$ cat config.mk
export PLATFORM = sky130hd
export DESIGN_NAME = multicycle_control_unit_flat
export DESIGN_NICKNAME = d
export VERILOG_FILES = /design/src/rtl/multicycle_control_unit_if.sv /design/src/rtl/multicycle_control_unit.sv /design/src/flat_wrapper.sv
export SDC_FILE = /design/constraint.sdc
export NUM_CORES = 1
export LEC_CHECK = 0
export CAP_MARGIN = 15
export CORE_ASPECT_RATIO = 1.4
export CORE_MARGIN = 5
export CORE_UTILIZATION = 45
export DETAILED_ROUTE_END_ITERATION = 7
export PLACE_DENSITY = 0.85
export SLEW_MARGIN = 20
export SYNTH_ARGS = -nofsm -noshare
export SYNTH_HDL_FRONTEND = slang
export SYNTH_SLANG_ARGS = --single-unit
$ cat constraint.sdc
create_clock -name clk -period 3.9 [get_ports clk]
set_clock_uncertainty 0.2 [all_clocks]
set_input_delay 0.585 -clock clk [delete_from_list [all_inputs] [get_ports clk]]
set_output_delay 0.585 -clock clk [all_outputs]
set_load 0.005 [all_outputs]
$ cat src/rtl/multicycle_control_unit_if.sv
// Control and memory-handshake bundle between the multicycle controller and the MIPS datapath.
interface multicycle_control_unit_if;
    logic [5:0] opcode;
    logic [5:0] funct;
    logic       mem_ready;
    logic       mem_req;
    logic       mem_we;
    logic       i_or_d;
    logic       ir_write;
    logic       pc_write;
    logic       pc_write_cond;
    logic       reg_write;
    logic       reg_dst;
    logic       mem_to_reg;
    logic       alu_src_a;
    logic [1:0] alu_src_b;
    logic [1:0] pc_src;
    logic [2:0] alu_sel;
    logic       illegal_op;
    logic       fault;

    // Controller side: consumes instruction fields and memory handshake, drives control lines.
    modport master (
        input  opcode, funct, mem_ready,
        output mem_req, mem_we, i_or_d, ir_write, pc_write, pc_write_cond,
               reg_write, reg_dst, mem_to_reg, alu_src_a, alu_src_b, pc_src,
               alu_sel, illegal_op, fault
    );

    // Datapath side: supplies instruction fields and memory handshake, obeys control lines.
    modport slave (
        output opcode, funct, mem_ready,
        input  mem_req, mem_we, i_or_d, ir_write, pc_write, pc_write_cond,
               reg_write, reg_dst, mem_to_reg, alu_src_a, alu_src_b, pc_src,
               alu_sel, illegal_op, fault
    );
endinterface

$ cat src/rtl/multicycle_control_unit.sv
// Multicycle MIPS controller: sequences R-type, lw, sw, beq, addi and j over 3-5 cycles,
// with a ready-handshaked memory port and a watchdog on memory wait states.
module multicycle_control_unit #(
    parameter int unsigned TIMEOUT = 16,
    parameter int unsigned CNT_W   = 5
) (
    input  logic                             clk,
    input  logic                             reset_n,
    multicycle_control_unit_if.master        bus,
    output logic [3:0]                       state_o
);

    localparam logic [5:0] OP_RTYPE = 6'b000000;
    localparam logic [5:0] OP_LW    = 6'b100011;
    localparam logic [5:0] OP_SW    = 6'b101011;
    localparam logic [5:0] OP_BEQ   = 6'b000100;
    localparam logic [5:0] OP_ADDI  = 6'b001000;
    localparam logic [5:0] OP_J     = 6'b000010;

    localparam logic [2:0] ALU_ADD  = 3'b010;
    localparam logic [2:0] ALU_SUB  = 3'b100;

    localparam bit             WD_EN    = (TIMEOUT != 0);
    localparam logic [CNT_W-1:0] CNT_LAST = CNT_W'(TIMEOUT - 1);

    typedef enum logic [3:0] {
        S_FETCH    = 4'd0,
        S_DECODE   = 4'd1,
        S_EXEC_R   = 4'd2,
        S_WB_R     = 4'd3,
        S_MEM_ADDR = 4'd4,
        S_MEM_RD   = 4'd5,
        S_MEM_WB   = 4'd6,
        S_MEM_WR   = 4'd7,
        S_BRANCH   = 4'd8,
        S_ADDI_EX  = 4'd9,
        S_ADDI_WB  = 4'd10,
        S_JUMP     = 4'd11,
        S_FAULT    = 4'd15
    } state_e;

    state_e           state_q, state_d;
    logic [CNT_W-1:0] cnt_q, cnt_d;
    logic             illegal_q, illegal_d;
    logic             mem_wait;

    logic             mem_req_c, mem_we_c, i_or_d_c, ir_write_c, pc_write_c;
    logic             pc_write_cond_c, reg_write_c, reg_dst_c, mem_to_reg_c;
    logic             alu_src_a_c, fault_c;
    logic [1:0]       alu_src_b_c, pc_src_c;
    logic [2:0]       alu_sel_c;
    logic [2:0]       rtype_sel;

    // funct[4:3] play no part in the R-type ALU select.
    logic             unused_funct;
    assign unused_funct = ^bus.funct[4:3];

    // R-type funct to ALU-select mapping inherited from the old combinational decoder.
    assign rtype_sel = {bus.funct[1] | ~bus.funct[5],
                        ~(bus.funct[1] ^ bus.funct[2]),
                        (bus.funct[0] & bus.funct[2]) | (~bus.funct[5] & bus.funct[1])};

    // State, watchdog counter and illegal-opcode pulse registers.
    always_ff @(posedge clk or negedge reset_n) begin
        if (!reset_n) begin
            state_q   <= S_FETCH;
            cnt_q     <= '0;
            illegal_q <= 1'b0;
        end else begin
            state_q   <= state_d;
            cnt_q     <= cnt_d;
            illegal_q <= illegal_d;
        end
    end

    // Next-state sequencing, watchdog trip and counter update.
    always_comb begin
        state_d   = state_q;
        illegal_d = 1'b0;
        cnt_d     = '0;
        mem_wait  = 1'b0;
        case (state_q)
            S_FETCH:    if (bus.mem_ready) state_d = S_DECODE;
            S_DECODE: begin
                case (bus.opcode)
                    OP_RTYPE:     state_d = S_EXEC_R;
                    OP_LW, OP_SW: state_d = S_MEM_ADDR;
                    OP_BEQ:       state_d = S_BRANCH;
                    OP_ADDI:      state_d = S_ADDI_EX;
                    OP_J:         state_d = S_JUMP;
                    default: begin
                        state_d   = S_FETCH;
                        illegal_d = 1'b1;
                    end
                endcase
            end
            S_EXEC_R:   state_d = S_WB_R;
            S_WB_R:     state_d = S_FETCH;
            S_MEM_ADDR: state_d = (bus.opcode == OP_LW) ? S_MEM_RD : S_MEM_WR;
            S_MEM_RD:   if (bus.mem_ready) state_d = S_MEM_WB;
            S_MEM_WB:   state_d = S_FETCH;
            S_MEM_WR:   if (bus.mem_ready) state_d = S_FETCH;
            S_BRANCH:   state_d = S_FETCH;
            S_ADDI_EX:  state_d = S_ADDI_WB;
            S_ADDI_WB:  state_d = S_FETCH;
            S_JUMP:     state_d = S_FETCH;
            S_FAULT:    state_d = S_FAULT;
            default:    state_d = S_FETCH;
        endcase

        // A ready on the last tolerated cycle completes normally; only a low ready trips.
        mem_wait = (state_q inside {S_FETCH, S_MEM_RD, S_MEM_WR}) && !bus.mem_ready;
        if (WD_EN && mem_wait && (cnt_q == CNT_LAST)) begin
            state_d = S_FAULT;
        end
        if (mem_wait && (state_d == state_q)) begin
            cnt_d = cnt_q + CNT_W'(1);
        end
    end

    // Control outputs per state; ir_write/pc_write in FETCH follow mem_ready directly.
    always_comb begin
        mem_req_c       = 1'b0;
        mem_we_c        = 1'b0;
        i_or_d_c        = 1'b0;
        ir_write_c      = 1'b0;
        pc_write_c      = 1'b0;
        pc_write_cond_c = 1'b0;
        reg_write_c     = 1'b0;
        reg_dst_c       = 1'b0;
        mem_to_reg_c    = 1'b0;
        alu_src_a_c     = 1'b0;
        alu_src_b_c     = 2'b00;
        pc_src_c        = 2'b00;
        alu_sel_c       = 3'b000;
        fault_c         = 1'b0;
        case (state_q)
            S_FETCH: begin
                mem_req_c   = 1'b1;
                alu_src_b_c = 2'b01;
                alu_sel_c   = ALU_ADD;
                ir_write_c  = bus.mem_ready;
                pc_write_c  = bus.mem_ready;
            end
            S_DECODE: begin
                alu_src_b_c = 2'b11;
                alu_sel_c   = ALU_ADD;
            end
            S_EXEC_R: begin
                alu_src_a_c = 1'b1;
                alu_sel_c   = rtype_sel;
            end
            S_WB_R: begin
                reg_write_c = 1'b1;
                reg_dst_c   = 1'b1;
            end
            S_MEM_ADDR, S_ADDI_EX: begin
                alu_src_a_c = 1'b1;
                alu_src_b_c = 2'b10;
                alu_sel_c   = ALU_ADD;
            end
            S_MEM_RD: begin
                mem_req_c = 1'b1;
                i_or_d_c  = 1'b1;
            end
            S_MEM_WB: begin
                reg_write_c  = 1'b1;
                mem_to_reg_c = 1'b1;
            end
            S_MEM_WR: begin
                mem_req_c = 1'b1;
                mem_we_c  = 1'b1;
                i_or_d_c  = 1'b1;
            end
            S_BRANCH: begin
                alu_src_a_c     = 1'b1;
                alu_sel_c       = ALU_SUB;
                pc_write_cond_c = 1'b1;
                pc_src_c        = 2'b01;
            end
            S_ADDI_WB: reg_write_c = 1'b1;
            S_JUMP: begin
                pc_write_c = 1'b1;
                pc_src_c   = 2'b10;
            end
            S_FAULT:   fault_c = 1'b1;
            default:   ;
        endcase
    end

    // Everything is held low while reset is asserted so an aborted access cannot write.
    assign bus.mem_req       = reset_n & mem_req_c;
    assign bus.mem_we        = reset_n & mem_we_c;
    assign bus.i_or_d        = reset_n & i_or_d_c;
    assign bus.ir_write      = reset_n & ir_write_c;
    assign bus.pc_write      = reset_n & pc_write_c;
    assign bus.pc_write_cond = reset_n & pc_write_cond_c;
    assign bus.reg_write     = reset_n & reg_write_c;
    assign bus.reg_dst       = reset_n & reg_dst_c;
    assign bus.mem_to_reg    = reset_n & mem_to_reg_c;
    assign bus.alu_src_a     = reset_n & alu_src_a_c;
    assign bus.alu_src_b     = {2{reset_n}} & alu_src_b_c;
    assign bus.pc_src        = {2{reset_n}} & pc_src_c;
    assign bus.alu_sel       = {3{reset_n}} & alu_sel_c;
    assign bus.illegal_op    = reset_n & illegal_q;
    assign bus.fault         = reset_n & fault_c;
    assign state_o           = reset_n ? state_q : 4'd0;

endmodule

$ cat src/flat_wrapper.sv
// flat-port wrapper written by rule: the top's interface ports become plain ports
module multicycle_control_unit_flat 
#(
    parameter int unsigned TIMEOUT = 16,
    parameter int unsigned CNT_W   = 5
)
  (clk, reset_n, state_o, bus_opcode, bus_funct, bus_mem_ready, bus_mem_req, bus_mem_we, bus_i_or_d, bus_ir_write, bus_pc_write, bus_pc_write_cond, bus_reg_write, bus_reg_dst, bus_mem_to_reg, bus_alu_src_a, bus_alu_src_b, bus_pc_src, bus_alu_sel, bus_illegal_op, bus_fault);
  multicycle_control_unit_if bus_i ();
  input  logic clk;
  input  logic reset_n;
  output logic [3:0] state_o;
  input wire logic [$bits(bus_i.opcode)-1:0] bus_opcode;
  input wire logic [$bits(bus_i.funct)-1:0] bus_funct;
  input wire logic [$bits(bus_i.mem_ready)-1:0] bus_mem_ready;
  output wire logic [$bits(bus_i.mem_req)-1:0] bus_mem_req;
  output wire logic [$bits(bus_i.mem_we)-1:0] bus_mem_we;
  output wire logic [$bits(bus_i.i_or_d)-1:0] bus_i_or_d;
  output wire logic [$bits(bus_i.ir_write)-1:0] bus_ir_write;
  output wire logic [$bits(bus_i.pc_write)-1:0] bus_pc_write;
  output wire logic [$bits(bus_i.pc_write_cond)-1:0] bus_pc_write_cond;
  output wire logic [$bits(bus_i.reg_write)-1:0] bus_reg_write;
  output wire logic [$bits(bus_i.reg_dst)-1:0] bus_reg_dst;
  output wire logic [$bits(bus_i.mem_to_reg)-1:0] bus_mem_to_reg;
  output wire logic [$bits(bus_i.alu_src_a)-1:0] bus_alu_src_a;
  output wire logic [$bits(bus_i.alu_src_b)-1:0] bus_alu_src_b;
  output wire logic [$bits(bus_i.pc_src)-1:0] bus_pc_src;
  output wire logic [$bits(bus_i.alu_sel)-1:0] bus_alu_sel;
  output wire logic [$bits(bus_i.illegal_op)-1:0] bus_illegal_op;
  output wire logic [$bits(bus_i.fault)-1:0] bus_fault;
  assign bus_i.opcode = bus_opcode;
  assign bus_i.funct = bus_funct;
  assign bus_i.mem_ready = bus_mem_ready;
  assign bus_mem_req = bus_i.mem_req;
  assign bus_mem_we = bus_i.mem_we;
  assign bus_i_or_d = bus_i.i_or_d;
  assign bus_ir_write = bus_i.ir_write;
  assign bus_pc_write = bus_i.pc_write;
  assign bus_pc_write_cond = bus_i.pc_write_cond;
  assign bus_reg_write = bus_i.reg_write;
  assign bus_reg_dst = bus_i.reg_dst;
  assign bus_mem_to_reg = bus_i.mem_to_reg;
  assign bus_alu_src_a = bus_i.alu_src_a;
  assign bus_alu_src_b = bus_i.alu_src_b;
  assign bus_pc_src = bus_i.pc_src;
  assign bus_alu_sel = bus_i.alu_sel;
  assign bus_illegal_op = bus_i.illegal_op;
  assign bus_fault = bus_i.fault;
  multicycle_control_unit #(.TIMEOUT(TIMEOUT), .CNT_W(CNT_W)) u_core (.clk(clk), .reset_n(reset_n), .bus(bus_i), .state_o(state_o));
endmodule
==> results.md, run 1 <==
- Top cells by count, synth: 20 x nor2_1, 10 x dfrtp_1, 8 x inv_1, 8 x nor3_1
- Final nets: 178
- CP startpoint kind: input port
- DP Wirelength: 1980 um
- Worst Reg-to-Reg Cells: 4
- Rel. slew slack: 52.0%
- ANT cells: 0
- CTS tree: yes
- Syn Std Cell Area: 945 um^2
- Post-DR wirelength/cell: 14.1 um
- Drc violations: 0
- # Post-CTS Setup Buffers: 0
- Critical Path AT: 2.37 ns
- Cell variety after synth: 38
- Multi-input gate area: 619 um^2
- Drt initial violations: 24
- Placer Congestion: 0.799
- Clk sinks: 10
- DRT Pass-1 Iters: 4
- Sequential share of power: 31.5%
- Initial antenna violation count: 0
- Vias per inst: 5.76
- Fillers: 200
- Starting Density: 47.3%
- Minimum clock period: 3.15 ns
- Worst Path Class, Setup: in2out
- Die span in x: 48.7 um
- Cts bufs inserted: 3
- Wire length on met2: 1420 um
- Min-Delay Path Depth: 1
- Min-delay worst type: reg2reg
- Final setup vio count: 0
- Count leader, synth: nor2_1
- Leakage: 0.544 nW
- Switching share of power: 43.0%
- Die Y: 64.2 um
- Top layer in use: met4
- CORE AREA: 0.00200 mm^2
- Synth Net Count: 146
- Buf/Inv on CP: 3
- Maximum vdd drop: 271 uV
- Vias: 1,042
- H-tree lvl count: 1
- Post-synth top area share: 26.5%
- Setup tns final: 0 ns
- Synth area leader: dfrtp_1
- Worst-Margin Slew: 0.720 ns
- Clock share of power: 13.6%
- Critical path data required time: 3.12 ns
- Final worst setup slack: 0.745 ns
- Syn. warnings: 0
- Unrepaired setup endpoints after global routing: false
- Period utilisation layout: 80.9%
- Status: finished clean
- Synth Register Bits: 10
- Full die area: 0.00313 mm^2
- WL met3: 94 um
- Clock Root Buffer: clkbuf_4
- Wire length of the first global-routing pass: 4380 um
- Critical path's top delay family: buffers and inverters
- Psw: 0.290 mW
- Pre-CTS setup slack: 0.760 ns
- Int Pwr: 0.384 mW
- Number of global-route vias before repair: 1,027
- Worst Setup End Kind: output port
- I/O pins: 38
- Row cnt: 19
- Synth area leaders: dfrtp_1 26%, nor2_1 7.9%, nand2b_1 4.6%
- Synth Flop Type: dfrtp_1
- Post-synthesis sequential area ratio: 26.5%
- Crit. path cell count: 6
- Gr usage total: 16.9%
- Clock Path Buffers: 2
- Number of flops mapped to enable cells by yosys: 0
- Wl on met1: 1010 um
- Synth Instances: 129
- Grt total ovfl: 0
- Largest fanout on the critical path: 7
- Largest net degree at the start of global routing: 27
- CP Cell Sequence: clkdlybuf4s50_1, inv_1, nor2_1, o21ai_0, a31oi_1, clkdlybuf4s50_1
- Async SR Flop Fraction: 100%
- Worst-path clk slew: 0.06 ns
- Final WL: 2560 um
- Post-layout util: 66.1%
- Storage cell area: 250 um^2
- PwrDens: 510 mW/mm^2
- P&R area growth vs syn: 39.7%
- Largest stage delay, worst path: 0.61 ns
- Clock latency on the worst-skew pair: 0.26 ns
- Max Freq: 317 MHz
- Combinational Power Share: 54.9%
- Resized Gates After CTS: 0
- Post-route ant nets: 0
- Slowest-stage cell, CP: clkdlybuf4s50_1
- Max-Cap Viols: 0
- Syn Area/Cell: 7.32 um^2
- # hold bufs at CTS: 0
- PortBufs: 35
- Layout cells sized above 1: 5.00%
- Pins Over Slew Limit: 0
- Most used cell, CP: clkdlybuf4s50_1
- Final hold viol count: 0
worst register-to-register path, stage by stage (launching register included):
cell,delay [ns]
dfrtp_1,0.64
or3_1,0.43
a21o_1,0.22
or3_4,0.36
nor2_1,0.12
worst paths after layout:
path                              startpoint           endpoint  slack [ns]
min                          u_core.cnt_q[0]    u_core.cnt_q[0]        0.26
max in group asynchronous            reset_n    u_core.cnt_q[1]        2.73
min in group asynchronous            reset_n  u_core.state_q[0]        0.35
min reg2reg                  u_core.cnt_q[0]    u_core.cnt_q[0]        0.26
max reg2reg                u_core.state_q[2]    u_core.cnt_q[2]        1.86
max                                  reset_n      bus_reg_write        0.75
sequential cells by signal, indices dropped and copies added (netlist names):
signal	flops
u_core.state_q	4
u_core.illegal_q	1
u_core.cnt_q	5
final cells by class:
type | count | area share [%]
clock buffers | 4 | 2.75
inverters | 8 | 2.27
repair buffers | 36 | 27.1
well taps | 21 | 1.99
flip-flops and latches | 10 | 19.0
multi-input cells | 102 | 46.9
power groups by stage:
stage | logic [mW] | registers, mW | clock network (mW)
after detailed placement | 0.369 | 0.212 | 0
after floorplan | 0.288 | 0.145 | 0
after CTS | 0.371 | 0.211 | 0.0933
final | 0.370 | 0.212 | 0.0917
after global routing | 0.411 | 0.222 | 0.0996
after global placement | 0.358 | 0.210 | 0
layout by cell type, fill, tap and decap left out, drive strengths merged, types with 2 or more instances in the layout:
master         count
clkdlybuf4s50     35
a21oi              3
clkbuf             4
o21ai              6
nand2b             7
nor2b              2
nor2              20
inv                8
o211ai             2
ha                 2
or3                3
nand2              7
xnor2              3
xor2               4
and3               3
and2               3
a21o               3
nor3               8
a22oi              4
nand3              6
dfrtp             10
or4                2
per-layer routing:
metal	global-route usage, %	vias to the layer above
met5	0	-
met4	6.73	0
met3	3.49	4
met2	31.2	20
met1	18.5	503
li1	-	515
through the flow:
stage	instances	cell area (um^2)	hold WS, ns	power (mW)
3_3_place_gp	177	1280	0.250	0.568
3_5_place_dp	177	1280	0.252	0.581
6_report	181	1320	0.257	0.674
2_1_floorplan	129	945	0.0894	0.433
4_1_cts	181	1320	0.261	0.675
5_1_grt	181	1320	0.285	0.732
cell families after synthesis:
| kind of cell | after synthesis | share of synthesized area (%) |
|---|---|---|
| simple gates | 65 | 35.4 |
| compound gates | 27 | 19.9 |
| buf+inv | 17 | 7.95 |
| flops | 10 | 26.5 |
| xor+xnor | 7 | 6.49 |
| fa+ha+maj | 2 | 2.65 |
| mux | 1 | 1.19 |
Power figures use the tool's default switching activity.
==> inputs of run 2 (changes only) <==
- CORE_UTILIZATION: 45 -> 39
- PLACE_DENSITY: 0.85 -> 0.78
- clock period: 3.9 -> 2.7 ns (I/O delays scaled with it)
==> run 2 against run 1 <==
Sequential power grew 26%. Highest routed layer unchanged. Global-route usage shrank 0.066 points. Critical path depth shrank 2. Sequential cell count is the same. Worst hold slack lost 0.26 ns. Die area grew 13%. The run now ends with negative hold slack left. Largest power group unchanged. Cell count grew 6.6%. Non-clock buffer count grew 10. Setup slack lost 0.65 ns. Sequential share of layout area shrank 1.1 points. Utilization shrank 6.2 points.
==> results.md, run 2 (same netlist as run 1, synthesis figures left out) <==
- Status: finished, violations left (was finished clean)
- Failing checks: negative hold slack
- Storage cell area: 253 um^2 (was 250 um^2)
- Clock Path Buffers: 2 (unchanged)
- DRT Pass-1 Iters: 4 (unchanged)
- Rel. slew slack: 75.2% (was 52.0%)
- Grt total ovfl: 0 (unchanged)
- Max Freq: 384 MHz
- Met2 Use GR: 33.9% (was 31.2%)
- Largest net degree at the start of global routing: 17 (was 27)
- Starting Density: 39.9% (was 47.3%)
- Row cnt: 21 (was 19)
- Max-Cap Viols: 0 (unchanged)
- PortBufs: 35 (unchanged)
- CTS tree: yes (unchanged)
- DP Wirelength: 2230 um (was 1980 um)
- P&R area growth vs syn: 49.9% (was 39.7%)
- Largest fanout on the critical path: 10 (was 7)
- Final hold viol count: 3 (was 0)
- Final nets: 188 (was 178)
- Die span in x: 51.6 um (was 48.7 um)
- Leakage: 0.600 nW (was 0.544 nW)
- Maximum vdd drop: 364 uV (was 271 uV)
- H-tree lvl count: 1 (unchanged)
- Worst-Margin Slew: 0.370 ns (was 0.720 ns)
- Pins Over Slew Limit: 0 (unchanged)
- CORE AREA: 0.00236 mm^2 (was 0.00200 mm^2)
- I/O pins: 38 (unchanged)
- Clk sinks: 10 (unchanged)
- # Post-CTS Setup Buffers: 0 (unchanged)
- GR peak layer: met2 (unchanged)
- Most frequent cells in the layout: 34 x clkdlybuf4s50_1, 18 x nor2_1, 10 x buf_4 (was 35 x clkdlybuf4s50_1, 20 x nor2_1, 10 x dfrtp_1)
- Non-filler instance count after layout: 193 (was 181)
- Regs by FF count: u_core.cnt_q x5, u_core.state_q x4, u_core.illegal_q x1 (unchanged)
- Max FFs per register: 5 (unchanged)
- Worst Path Class, Setup: reg2out (was in2out)
- Gr usage total: 16.9% (about the same)
- Drt initial violations: 46 (was 24)
- Initial antenna violation count: 0 (unchanged)
- Fillers: 229 (was 200)
- Met3 Track Usage GR: 1.96% (was 3.49%)
- Critical path data required time: 2.10 ns (was 3.12 ns)
- Critical R2R Capture: u_core.state_q[3] (was u_core.cnt_q[2])
- Wire length of the first global-routing pass: 4570 um (was 4380 um)
- Commonest non-fill, non-tap cell in the layout: clkdlybuf4s50_1 (unchanged)
- ANT cells: 0 (unchanged)
- Cts bufs inserted: 3 (unchanged)
- Post-route ant nets: 0 (unchanged)
- PwrDens: 742 mW/mm^2 (was 510 mW/mm^2)
- CP startpoint kind: flip-flop (was input port)
- Clock latency on the worst-skew pair: 0.26 ns (about the same)
- Min-delay worst type: in2async (was reg2reg)
- Period utilisation layout: 96.4%
- R2R Path Start: u_core.cnt_q[0] (was u_core.state_q[2])
- Placer Congestion: 0.855 (was 0.799)
- Internal reg-to-reg setup slack: 0.70 ns (was 1.86 ns)
- Final WL: 2820 um (was 2560 um)
- Post-DR wirelength/cell: 14.6 um (was 14.1 um)
- Drc violations: 0 (unchanged)
- Multi-input gate area: 631 um^2 (was 619 um^2)
- Full die area: 0.00352 mm^2 (was 0.00313 mm^2)
- Vias: 1,092 (was 1,042)
- Worst Reg-to-Reg Cells: 7 (was 4)
- Die Y: 68.2 um (was 64.2 um)
- Pre-CTS setup slack: 0.0170 ns (was 0.760 ns)
- Final setup vio count: 0 (unchanged)
- Layout cells sized above 1: 12.9% (was 5.00%)
- Vias per inst: 5.66 (was 5.76)
- Hold_ws: -0.00174 ns (was 0.257 ns)
- Critical Path AT: 2.00 ns (was 2.37 ns)
- Worst Setup End Kind: output port (unchanged)
- Minimum clock period: 2.60 ns
- Most flop-heavy register: u_core.cnt_q (unchanged)
- Worst-path clk slew: 0.07 ns (was 0.06 ns)
- Setup tns final: 0 ns (unchanged)
- Number of global-route vias before repair: 1,071 (was 1,027)
- Final worst setup slack: 0.0974 ns (was 0.745 ns)
- Placed insts: 188 (was 177)
- M1 GR Usage: 16.9% (was 18.5%)
- Clock Root Buffer: clkbuf_4 (unchanged)
[run 2: cell count changes in the layout (fill, tap and decap cells not counted)]
cell / previous run / this run
nor2_1: 20 / 18
nor4b_2: 0 / 1
buf_4: 1 / 10
dlygate4sd3_1: 0 / 1
dfrtp_1: 10 / 8
nor2_2: 0 / 2
dfrtp_2: 0 / 2
nor4b_1: 1 / 0
dlymetal6s2s_1: 0 / 1
clkdlybuf4s50_1: 35 / 34
[run 2: report_power, final]
group	switching [mW]	internal, mW
logic	0.315	0.333
registers	0.0796	0.189
clock network	0.0523	0.0818
[run 2: repair_timing]
item                                   CTS  global route
hold buffers                             0             1
setup endpoints to repair                2             8
endpoints found under the hold margin    0             1
gates resized for setup                  1             5
pin swaps                                0             0
[run 2: metrics by stage]
stage          utilization [%]  total power [mW]  instance area, um^2  hold slack (ns)
2_1_floorplan                -             0.626                  945          -0.0906
3_3_place_gp              57.2             0.879                 1350            0.245
3_5_place_dp              57.2             0.897                 1350            0.261
4_1_cts                   58.8              1.04                 1390            0.270
5_1_grt                   59.9              1.13                 1420           0.0378
6_report                  59.9              1.05                 1420         -0.00174
[run 2: cell type report]
class,instances,share of cell area (%)
clock buffers,4,2.56
inverters,8,2.12
multi-input cells,102,44.5
flip-flops and latches,10,17.8
well taps,23,2.03
repair buffers,46,30.9
[run 2: worst max-delay path: stages (launching register included)]
cell and delay (ns):
dfrtp_1 0.57, nor2_1 0.18, and4_1 0.26, or2_2 0.29, clkdlybuf4s50_1 0.44
[run 2: worst max path at each step]
stage | depth (start not counted) | startpoint | slack [ns] | end
detailed placement | 4 | reset_n | 0.02 | bus_pc_src[0]
CTS | 4 | reset_n | 0.007 | bus_pc_src[0]
finish | 4 | u_core.state_q[1] | 0.1 | bus_pc_write
floorplan | 4 | u_core.state_q[3] | 0.63 | bus_pc_src[0]
global route | 5 | u_core.state_q[1] | -0.01 | bus_reg_write
global placement | 6 | reset_n | 0.06 | bus_reg_write
[run 2: per-layer routing]
layer / part of all wire (%) / wire length, um
met1: 38 / 1080
met2: 55 / 1560
met3: 5.8 / 162
met4: 0.53 / 15
met5: 0 / 0
==> variant 1: new RTL, config.mk and constraints of run 2 <==
`TIMEOUT` is set to 16 in 2 places; all go to 8.
--- a/src/rtl/multicycle_control_unit.sv
+++ b/src/rtl/multicycle_control_unit.sv
@@ -2,5 +2,5 @@
 // with a ready-handshaked memory port and a watchdog on memory wait states.
 module multicycle_control_unit #(
-    parameter int unsigned TIMEOUT = 16,
+    parameter int unsigned TIMEOUT = 8,
     parameter int unsigned CNT_W   = 5
 ) (
--- a/src/flat_wrapper.sv
+++ b/src/flat_wrapper.sv
@@ -2,5 +2,5 @@
 module multicycle_control_unit_flat 
 #(
-    parameter int unsigned TIMEOUT = 16,
+    parameter int unsigned TIMEOUT = 8,
     parameter int unsigned CNT_W   = 5
 )
Function: changed (a bounded check fails within 10 cycles, from zero or initial values and one cycle with reset_n low).
==> variant 1 against run 2 <==
- global-route usage is 0.74 points higher
- sequential share of layout area shrank 0.87 points
- wire length is 8.6% higher
- total power fell by 11%
- utilization rose by 1.4 points
- sequential cell count did not move
- setup slack worse by 0.0069 ns
- first-iteration DRC count unchanged
- synthesized area is 5.4% higher
- final area is 4.6% higher
- critical path type is now input port to output port
==> variant 1: results (changes against run 2) <==
drt first-iter violations=46 (unchanged); Cells after DPL=204 (was 188); Leakage Power=0.5953 nW (was 0.5998 nW); Yosys cell types=45 (was 38); Sum Neg Setup Slack=0 ns (unchanged); Final Net Count=192 (was 188); layout cell share with drive strength beyond 1=0.1371 (was 0.1294); FFs w/ async S/R, synth=1.000 (unchanged); crit-path max cell delay=0.53 ns (was 0.57 ns); hpwl dp=2.335 mm (was 2.228 mm); antenna violations before repair=0 (unchanged); Max FO, Critical Path=5 (was 10); largest net degree at the start of global routing=21 (was 17); EDFF count, synth=0 (unchanged); diode count=0 (unchanged); hold path start=u_core.cnt_q[0]$_DFF_PN0_; Final GP Congestion=0.8091 (was 0.8547); first-pass GRT wire length=5.133 mm (was 4.574 mm); hold crit path type=flip-flop to flip-flop (was input port to asynchronous set/reset pin); synth cell count leaders=nor2_1, dfrtp_1, nor3_1, inv_1, nand2_1 (was nor2_1, dfrtp_1, inv_1, nor3_1); gr usage total=0.1761 (was 0.1687); Syn Nets=151 (was 146); biggest regs=u_core.cnt_q x5, u_core.state_q x4, u_core.illegal_q x1 (unchanged); deepest clock path buffer count=2 (unchanged); CTS clk-pin slew, worst paths=0.07 ns (about the same); Syn Inst Count=135 (was 129); max_slew headroom=0.7929 (was 0.7516); drt via density=5.679 (was 5.658); via count=1187 (was 1092); Port Buf Inserts=35 (unchanged); worst setup path start=reset_n (was u_core.state_q[1]$_DFF_PN0_); outcome=finished clean (was finished, violations left); slowest library cell on the worst path=clkdlybuf4s50_1 (was dfrtp_1); ranking of synthesized cells by area=dfrtp_1, nor2_1, nor3_1, xor2_1, nor4_1 (was dfrtp_1, nor2_1, nand2b_1, nor3_1, xor2_1); Root Buffer=clkbuf_4 (unchanged); Routed WL=3.059 mm (was 2.817 mm); worst vdd ir=0.3944 mV (was 0.3639 mV); Clock Latency Late Sink=0.26 ns (about the same); register area share after synthesis=0.2513 (was 0.2649); reg2reg start=u_core.cnt_q[0]$_DFF_PN0_ (unchanged); CTS H-Tree Depth=1 (unchanged)
## variant 1: critical path: cells and delay by family
family / cells / cell delay [ns]
buf+inv: 4 / 1.28
simple gates: 1 / 0.17
compound gates: 1 / 0.16
## variant 1: cells by family (layout without fill, tap and decap cells)
| group | Yosys count | after routing | synth area share |
|---|---|---|---|
| DFF | 10 | 10 | 0.2513 |
| adders and majority gates | 1 | 1 | 0.01256 |
| buffers and inverters | 18 | 58 | 0.08166 |
| and+or+nand+nor | 66 | 66 | 0.3480 |
| AOI/OAI and AO/OA | 34 | 34 | 0.2538 |
| xor gates and xnor gates | 6 | 6 | 0.05276 |
## variant 1: per-stage QoR
stage | utilization | total power (W) | instance area, µm² | worst slack (ns)
after global routing | 0.6128 | 0.001006 | 1481 | -0.008242
after global placement | 0.5859 | 0.0007644 | 1416 | 0.09253
final | 0.6128 | 0.0009397 | 1481 | 0.09052
after CTS | 0.6009 | 0.0009130 | 1453 | 0.009878
after floorplan | - | 0.0005544 | 996.0 | 0.8128
after detailed placement | 0.5859 | 0.0007732 | 1416 | 0.05697
## variant 1: layout make-up
class	instances	area [µm²]
well taps	34	42.54
flip-flops and latches	10	251.5
clock buffers	4	36.28
inverters	7	26.28
repair buffers	47	444.2
multi-input cells	107	680.7
fillers	225	935.9
## variant 1: worst paths after layout
| kind | endpoint | slack, ns | depth (start not counted) |
|---|---|---|---|
| max reg2reg | u_core.cnt_q[0]$_DFF_PN0_ | 0.81 | 5 |
| max | bus_reg_write | 0.09 | 6 |
| min | u_core.cnt_q[0]$_DFF_PN0_ | 0.29 | 1 |
| min in group asynchronous | u_core.state_q[1]$_DFF_PN0_ | 0.32 | 2 |
| min reg2reg | u_core.cnt_q[0]$_DFF_PN0_ | 0.29 | 1 |
| max in group asynchronous | u_core.cnt_q[1]$_DFF_PN0_ | 1.70 | 3 |
## variant 1: power by group
part	leakage (nW)	internal [W]	switching [W]
logic	0.441	0.000290	0.000298
registers	0.133	0.000186	0.0000329
clock network	0.0210	0.0000818	0.0000507
## variant 1: timing repair
| item | 4_1_cts | 5_1_grt |
|---|---|---|
| setup buffers | 0 | 1 |
| setup endpoints to repair | 0 | 7 |
| resized for setup | 0 | 6 |
| hold buffers | 0 | 0 |
## variant 1: metal layers
| layer | GRT usage | up-vias | routed length, µm |
|---|---|---|---|
| li1 | - | 581 | - |
| met1 | 0.2073 | 547 | 1156 |
| met2 | 0.2970 | 54 | 1635 |
| met3 | 0.02581 | 5 | 215 |
| met4 | 0.08807 | 0 | 51 |
| met5 | 0 | - | 0 |
==> variant 2: new RTL, config.mk and constraints of run 2 <==
Without the edit above. Reset style: synchronous (`reset_n`), changed in one clocked block.
--- a/src/rtl/multicycle_control_unit.sv
+++ b/src/rtl/multicycle_control_unit.sv
@@ -62,5 +62,5 @@
 
     // State, watchdog counter and illegal-opcode pulse registers.
-    always_ff @(posedge clk or negedge reset_n) begin
+    always_ff @(posedge clk) begin
         if (!reset_n) begin
             state_q   <= S_FETCH;
Check against the original RTL: same outputs for any inputs over 10 cycles, from zero or initial values and one cycle with reset_n low; that may be too few to reach the edited logic, so the function may still have changed.
==> variant 2 against run 2 <==
- synthesized area shrank 4.2%
- via count grew 1.9%
- utilization grew 0.50 points
- synthesized cell count is the same
- final area shrank 6.1%
- setup slack gained 0.071 ns
- die area shrank 3.5%
- final cell count shrank 2.6%
- sequential cell count is the same
- wire length shrank 0.39%
Power is not compared: it rests on default switching activity, and its combinational part moved more than twofold at a synthesized area within 25%.
==> variant 2: results (changes against run 2) <==
largest net degree at the start of global routing=15 (was 17); Clock Latency Late Sink=0.26 ns (about the same); outcome=finished clean (was finished, violations left); worst reg2reg setup slack=0.46 ns (was 0.70 ns); ranking of synthesized cells by area=dfxtp_1, nand2_1, nor4_1, nor2_1, inv_1 (was dfrtp_1, nor2_1, nand2b_1, nor3_1, xor2_1); WHS=0.2602 ns (was -0.001740 ns); crit-path max cell delay=0.53 ns (was 0.57 ns); drt wl/cell=14.93 µm (was 14.60 µm); Syn Nets=146 (unchanged); Final WS setup=0.1685 ns (was 0.09742 ns); synth cell count leaders=nand2_1, dfxtp_1, nor2_1, inv_1, nor4_1 (was nor2_1, dfrtp_1, inv_1, nor3_1); total grt overflow=0 (unchanged); Syn Inst Count=129 (unchanged); Final Net Count=185 (was 188); pre-CTS worst setup slack=0.06021 ns (was 0.01704 ns); Main synth FF type=dfxtp_1 (was dfrtp_1); Placed Area=1305 µm² (was 1354 µm²); FFs w/ async S/R, synth=0 (was 1.000); hpwl dp=2.249 mm (was 2.228 mm); layout cell share with drive strength beyond 1=0.1024 (was 0.1294); drt first-iter violations=24 (was 46); Yosys cell types=42 (was 38); first-pass GRT wire length=4.498 mm (was 4.574 mm); vias in the first global route=1066 (was 1071); diode count=0 (unchanged); Least-Margin Pin Slew=0.4307 ns (was 0.3697 ns); worst vdd ir=0.3129 mV; Sum Neg Setup Slack=0 ns (unchanged); Routed WL=2.806 mm (was 2.817 mm); Final GP Congestion=0.7907 (was 0.8547); gr usage total=0.1652 (was 0.1687); hold crit path type=flip-flop to flip-flop (was input port to asynchronous set/reset pin); Fill cells=211 (was 229); slowest library cell on the worst path=clkdlybuf4s50_1 (was dfrtp_1); register area share after synthesis=0.2213 (was 0.2649); CP arrival=1.93 ns (was 2.00 ns); drt via density=5.920 (was 5.658); Max FO, Critical Path=2 (was 10)
==> variant 2: cells by family after synthesis <==
logic type	count (synthesis)	share of synthesized area
simple gates	65	0.3900
buf+inv	19	0.08713
flops	10	0.2213
fa+ha+maj	2	0.02766
xor+xnor	5	0.04842
mux	1	0.01107
compound gates	27	0.2144
==> variant 2: final timing paths <==
path | cells after the start | start | to
worst max-delay path | 6 | bus_funct[1] | bus_alu_sel[2]
worst max register to register | 7 | u_core.cnt_q[0]$_SDFF_PN0_ | u_core.state_q[3]$_SDFF_PN0_
worst min-delay path | 1 | u_core.cnt_q[0]$_SDFF_PN0_ | u_core.cnt_q[0]$_SDFF_PN0_
worst min register to register | 1 | u_core.cnt_q[0]$_SDFF_PN0_ | u_core.cnt_q[0]$_SDFF_PN0_
==> variant 2: where the power goes <==
part	switching, W	total, W	internal (W)
clock network	0.0000505	0.000102	0.0000515
logic	0.0000461	0.0000997	0.0000535
registers	0.00000260	0.000154	0.000151
==> variant 2: layout make-up <==
class	instances	area, µm²	area share
clock buffer	3	22.52	0.01693
inverter	9	33.78	0.02540
timing repair buffer	44	420.4	0.3161
sequential	10	200.2	0.1505
tap	22	27.53	0.02070
multi-input combinational	100	625.6	0.4704
==> variant 2: layer usage <==
layer	routed length [µm]	GRT usage	vias up
li1	-	-	534
met1	1048	0.1557	529
met2	1536	0.3401	45
met3	193	0.02461	5
met4	28	0.05751	0
met5	0	0	-
==> variant 2: critical path, delay by kind of cell <==
family	cells	cell delay, ns
AOI/OAI and AO/OA	1	0.12
muxes	1	0.09
buffers and inverters	3	1.09
and+or+nand+nor	1	0.21
==> variant 2: what timing repair did <==
item | CTS | global route
buffers inserted | 0 | 0
setup endpoints to repair | 0 | 1
resized for setup | 0 | 1
